**src/rtl/avr_io_irqctl.sv**
```systemverilog
// Interrupt controller on an avr_io_* slot: latched edge/level requests, mask, priority vector.
// Define AVR_IRQCTL_SYNC_EN to pass irq_in through a 2-flop synchroniser per bit.
module avr_io_irqctl #(
  parameter int NUM_IRQ = 8,
  parameter int VECT_W  = 3
) (
  input  logic               clk,
  input  logic               rst_n,
  input  logic               io_re,
  input  logic               io_we,
  input  logic [1:0]         io_a,
  output logic [7:0]         io_di,
  input  logic [7:0]         io_do,
  input  logic [NUM_IRQ-1:0] irq_in,
  output logic [NUM_IRQ-1:0] irq_ack,
  output logic               iflag,
  output logic [VECT_W-1:0]  ivect,
  input  logic               iack,
  input  logic [VECT_W-1:0]  iack_vect
);

  logic [NUM_IRQ-1:0] en;
  logic [NUM_IRQ-1:0] pend;
  logic [NUM_IRQ-1:0] mode;
  logic [NUM_IRQ-1:0] s;
  logic [NUM_IRQ-1:0] s_q;
  logic [NUM_IRQ-1:0] pend_nx;
  logic [NUM_IRQ-1:0] ack_hit;
  logic [NUM_IRQ-1:0] act;
  logic [VECT_W-1:0]  win;
  logic [7:0]         status;
  logic               we_en;
  logic               we_pend;
  logic               we_mode;
  logic               we_trig;

`ifdef AVR_IRQCTL_SYNC_EN
  logic [NUM_IRQ-1:0] sync1;
  logic [NUM_IRQ-1:0] sync2;

  always_ff @(posedge clk or negedge rst_n) begin
    if (!rst_n) begin
      sync1 <= '0;
      sync2 <= '0;
    end else begin
      sync1 <= irq_in;
      sync2 <= sync1;
    end
  end

  assign s = sync2;
`else
  assign s = irq_in;
`endif

  assign we_en   = io_we && (io_a == 2'd0);
  assign we_pend = io_we && (io_a == 2'd1);
  assign we_mode = io_we && (io_a == 2'd2);
  assign we_trig = io_we && (io_a == 2'd3);
  assign act     = pend & en;

  // Edge bits: set (edge or trigger) beats clear (W1C or ack)
  always_comb begin
    ack_hit = '0;
    pend_nx = pend;
    for (int i = 0; i < NUM_IRQ; i++) begin
      ack_hit[i] = iack && (iack_vect == VECT_W'(i));
      if (mode[i]) begin
        if ((s[i] && !s_q[i]) || (we_trig && io_do[i]))
          pend_nx[i] = 1'b1;
        else if ((we_pend && io_do[i]) || ack_hit[i])
          pend_nx[i] = 1'b0;
      end else begin
        pend_nx[i] = s[i];
      end
    end
  end

  always_comb begin
    win = '0;
    for (int i = NUM_IRQ - 1; i >= 0; i--) begin
      if (act[i])
        win = VECT_W'(i);
    end
  end

  always_ff @(posedge clk or negedge rst_n) begin
    if (!rst_n) begin
      en      <= '0;
      pend    <= '0;
      mode    <= '0;
      s_q     <= '0;
      irq_ack <= '0;
      iflag   <= 1'b0;
      ivect   <= '0;
    end else begin
      if (we_en)
        en <= io_do[NUM_IRQ-1:0];
      if (we_mode)
        mode <= io_do[NUM_IRQ-1:0];
      pend    <= pend_nx;
      s_q     <= s;
      irq_ack <= ack_hit;
      iflag   <= |act;
      ivect   <= win;
    end
  end

  always_comb begin
    status = 8'h00;
    status[7] = iflag;
    status[VECT_W-1:0] = ivect;
  end

  always_comb begin
    io_di = 8'h00;
    if (io_re) begin
      unique case (io_a)
        2'd0: io_di = 8'(en);
        2'd1: io_di = 8'(pend);
        2'd2: io_di = 8'(mode);
        2'd3: io_di = status;
        default: io_di = 8'h00;
      endcase
    end
  end

endmodule

```
**config.mk**
```make
export PLATFORM = sky130hd
export DESIGN_NAME = avr_io_irqctl
export DESIGN_NICKNAME = d
export VERILOG_FILES = /design/src/rtl/avr_io_irqctl.sv
export SDC_FILE = /design/constraint.sdc
export NUM_CORES = 1
export LEC_CHECK = 0
export ABC_AREA = 1
export BUFFER_PORTS_ARGS = -buffer_cell sky130_fd_sc_hd__buf_2
export CORE_MARGIN = 5
export CORE_UTILIZATION = 48
export DETAILED_ROUTE_END_ITERATION = 16
export PLACE_DENSITY_LB_ADDON = 0.3
export SYNTH_ARGS = -nofsm -noshare
export SYNTH_HDL_FRONTEND = slang
export SYNTH_SLANG_ARGS = --single-unit
```
**constraint.sdc**
```tcl
create_clock -name clk -period 0.9 [get_ports clk]
set_input_delay 0 -clock clk [delete_from_list [all_inputs] [get_ports clk]]
set_output_delay 0 -clock clk [all_outputs]
set_load 0.1 [all_outputs]
```
* Word-level counts from Yosys, hierarchy flattened *
Cells that the tools add are included.

storage, ports and cells
  word-level logic and storage cells = 130
  output and inout port bits = 20
  input bits = 26
  register bits after elaboration = 44

operators by class
  reductions and logical operators = 63
  equality and inequality tests = 18
  mux-type cells = 34
  bitwise logic cells = 1

operator list
  cell                                                                   count
  1-bit logical AND                                                      36
  8-bit one-hot mux with 4 select lines                                  1
  1-bit 2-to-1 mux                                                       24
  3-bit 2-to-1 mux                                                       8
  3-bit by 1-bit != test with 1-bit output, second input constant        8
  1-bit logical OR                                                       16
  3-bit equality test, second input constant                             4
  8-bit AND                                                              1
  1-bit logical NOT                                                      8
  8-bit 2-to-1 mux                                                       1
  8-bit OR reduction                                                     1
  3-bit by 2-bit equality test with 1-bit output, second input constant  2
  2-bit equality test, second input constant                             2
  3-bit by 1-bit equality test with 1-bit output, second input constant  1
  3-bit logical NOT                                                      1
  2-bit by 1-bit equality test with 1-bit output, second input constant  1
  2-bit logical NOT                                                      1

* Longest topological paths before layout *
  depth in word-level cells = 9
  mapped depth = 8
  gate-level depth less buffers = 8

* Worst setup path after synthesis *
Ideal clock, no wire load.

  kind = reg-to-output
  start point = register ivect[0]
  end point = output port io_di[0]
  path buffers = 0
  cell stages (with the launch flop) = 3
  required time = 900 ps
  data arrival time = 2594 ps
  path slack = -1694 ps
  cell sequence = dfrtp_1 -> nand2_1 -> a31oi_1

between the ends
  word-level cells in the longest chain between the ends = 2

ends and longest elaborated chain
  item                                   line  source
  from (decl)                            17    output logic [VECT_W-1:0] ivect,
  from (signal assigned)                 105   ivect <= win;
  8-bit one-hot mux with 4 select lines  118   unique case (io_a)
  8-bit 2-to-1 mux                       117   if (io_re) begin
  to (decl)                              12    output logic [7:0] io_di,

Every way passes these cells.

* Final worst setup path *
  start point = register en[3]
  end point = output port io_di[3]

between the ends
  word-level cells in the longest chain between the ends = 2

ends and longest elaborated chain
  item                                   line  source
  from (decl)                            22    logic [NUM_IRQ-1:0] en;
  from (signal assigned)                 98    en <= io_do[NUM_IRQ-1:0];
  8-bit one-hot mux with 4 select lines  118
  8-bit 2-to-1 mux                       117

Every way passes these cells.

==> results.md <==
- Fin crit period: 1.27 ns
- Leakage power: roughly 1.8 nW
- Worst setup SP type: flop
- Syn Nets: 280
- PortBufs: 45
- Max Clock Freq: 788 MHz
- Slew Viols, Final: 0
- Core Box Area: 4000 um^2
- Flop-to-flop setup slack: -0.28 ns
- #FFs+latches synth: 44
- Int Power: 4.02 mW
- Synth Instances: 254
- Synth area leader: dfrtp_1
- Initial cell density of the core: 0.497
- Post-synth EDFFs: 0
- Fin nets: 381
- NetSw: 2.52 mW
- GRT overflow: 0
- Ant. Diodes: 0
- Clock latency on the worst-skew pair: between 0.3 and 0.4 ns
- CTS sink count: 44
- Min Hold Slack: between 0.015 and 0.02 ns
- CTS root buf: clkbuf_8
- Unrepaired setup endpoints after global routing: true
- Clock transition at path regs: approximately 0.08 ns
- Routed via count: 2219
- Async S/R FF share, synth: 1.00
- CTS tree: yes
- 1st-iter DRT viols: 261
- Switching fraction of total power: 0.386
- Dpl hpwl: 3.92 mm
- Syn Area/Cell: 7.82 um^2
- Flop pwr share: 0.378
- Inserted Clock Buffers: 5
- Die Ht: ~74 um
- Layout cells sized above 1: 0.438
- Overall power: 6.54 mW
- DRT antenna net count: 0
- DR pass1 iterations: 4
- CP Data Required Time: 0.90 ns
- Crit Path Class: flop to primary output
- Crit path launch: en[3]
- WL/cell: 17.0 um
- Synth top area cells: dfrtp_1 55%, nand2_1 20%, o21ai_1 7.1%, inv_1 5.5%, nand3_1 3.0%
- Post-synth top flop: dfrtp_1
- Worst slew pin tran: 0.371 ns
- Critical path fanouts, max: 2
- CP Capture Point: io_di[3]
- Outcome: finished with violations
- Global-route wire length before repair: around 9.4 mm
- Synth top area share: 0.554
- R2r startpoint: pend[4]
- Total GRT Usage: 0.228
- Top-count cell post-synth: nand2_1
- Comb pwr share: 0.423
- Via-per-instance ratio: 5.47
- Distinct cells, synth: 19
- Setup crit end kind: primary output
- Peak supply drop: 1.10 mV
- DIE WIDTH: about 74 um
- Tcrit/Tclk final: 1.41
- Seq/Total Area, Yosys: 0.554
- Initial antenna violation count: 0
- Pre-CTS setup slack: -0.113 ns
- Hold WC Path Type: input pin to flop
- Final setup fails: 18
- Die area: 5530 um^2
- Final wirelength: 6.88 mm
- Worst R2R Path Depth: 7
- Worst clock skew: about 0.011 ns
- Number of global-route vias before repair: between 2000 and 2500
- Clock tree buffer depth: 2
- Max-slew headroom: 0.752
- Htree depth: 2
- Clk pwr share: 0.198
- Placed insts: 368
- I/O pins: 46
- Largest net degree at the start of global routing: 45
- Num rows: 23
- Failing checks: setup timing
- Top post-synthesis cells by count: 107 x nand2_1, 44 x dfrtp_1, 29 x inv_1
- Layout area overhead: 70.7%
- DRC: 0
- Post-Synthesis Cell Area: 1990 um^2
- Worst EP arrival: 1.27 ns
- Yosys warnings: 0
- Final hold vios: 0
- Final WS setup: -0.369 ns
- Final core area utilization: 0.848
- Final Non-Filler Cells: 406
- P per Cell Area: around 1900 nW/um^2
- Routability-driven placement congestion ratio: 0.888
- Worst reg2reg path endpoint: ivect[0]
- Hold Path Cell Cnt: 3
- Max Cap Viol: 0
## flip-flops by register name, summed over array words and instances, names as in the netlist
signal	cells
pend	8
irq_ack	8
iflag	1
ivect	3
en	8
s_q	8
mode	8
## cells in the final DEF (no fill, tap or decap), drive strengths merged
cell type	count
dlygate4sd3	12
clkinvlp	3
nand2	109
o21ai	33
nand4	1
a21oi	2
clkinv	3
clkbuf	6
nand3	12
inv	33
nor3	1
o2bb2ai	1
a31oi	4
buf	84
nor2	8
dfrtp	44
## power groups by stage
stage | registers (mW) | clock network (mW) | logic [mW]
final | 2.48 | 1.30 | 2.77
after detailed placement | 2.49 | 0 | 2.16
after global routing | 2.49 | 1.40 | 2.91
after global placement | 2.47 | 0 | 2.13
after CTS | 2.44 | 1.29 | 2.42
after floorplan | 2.92 | 0 | 0.806
## cell families (layout without fill, tap and decap cells)
| group | after synthesis | after routing | synth area share |
|---|---|---|---|
| AO/OA/AOI/OAI | 40 | 40 | 0.105 |
| buffers and inverters | 39 | 141 | 0.0762 |
| flip-flops | 44 | 44 | 0.554 |
| AND/OR/NAND/NOR | 131 | 131 | 0.264 |
## worst max-delay path: stages, from the launching register on
cell and delay, ns:
dfrtp_1 0.41, nand2_2 0.10, nand3_2 0.08, nand2_2 0.10, clkinvlp_4 0.11, buf_12 0.17
## what timing repair did
action	CTS	global route
gates resized for setup	24	38
buffers inserted	11	11
pin swaps	11	23
hold buffers	12	0
setup endpoints to repair	15	31
endpoints found under the hold margin	65	0
## metrics by stage
stage	TNS [ns]	area (um^2)
3_3_place_gp	-0.707	2830
3_5_place_dp	-1.46	2830
5_1_grt	-5.05	3390
6_report	-4.14	3390
4_1_cts	-3.22	3190
2_1_floorplan	-2.16	2080
## how the worst min path moves through the flow
| stage | start | to | slack, ns |
|---|---|---|---|
| 3_3_place_gp | rst_n | s_q[5] | -0.01 |
| 2_1_floorplan | rst_n | en[0] | -0.30 |
| 6_report | io_do[7] | en[7] | 0.02 |
| 4_1_cts | io_do[7] | en[7] | 0.002 |
| 5_1_grt | io_do[7] | en[7] | 0.02 |
| 3_5_place_dp | rst_n | s_q[3] | -0.006 |
## metal layers
metal	part of all wire	wire length, um	track usage
met1	0.39	2670	0.300
met2	0.49	3390	0.378
met3	0.087	597	0.0514
met4	0.034	232	0.0711
met5	0	0	0
## area by class of cell
class,instances,area [um^2]
Fill cell,204,608
Timing Repair Buffer,96,1000
Clock buffer,6,82.6
Clock inverter,2,10.0
Sequential cell,44,1120
Tap cell,50,62.6
Multi-Input combinational cell,171,971
Inverter,37,150
Note: power is estimated with default switching activity, not from simulation.
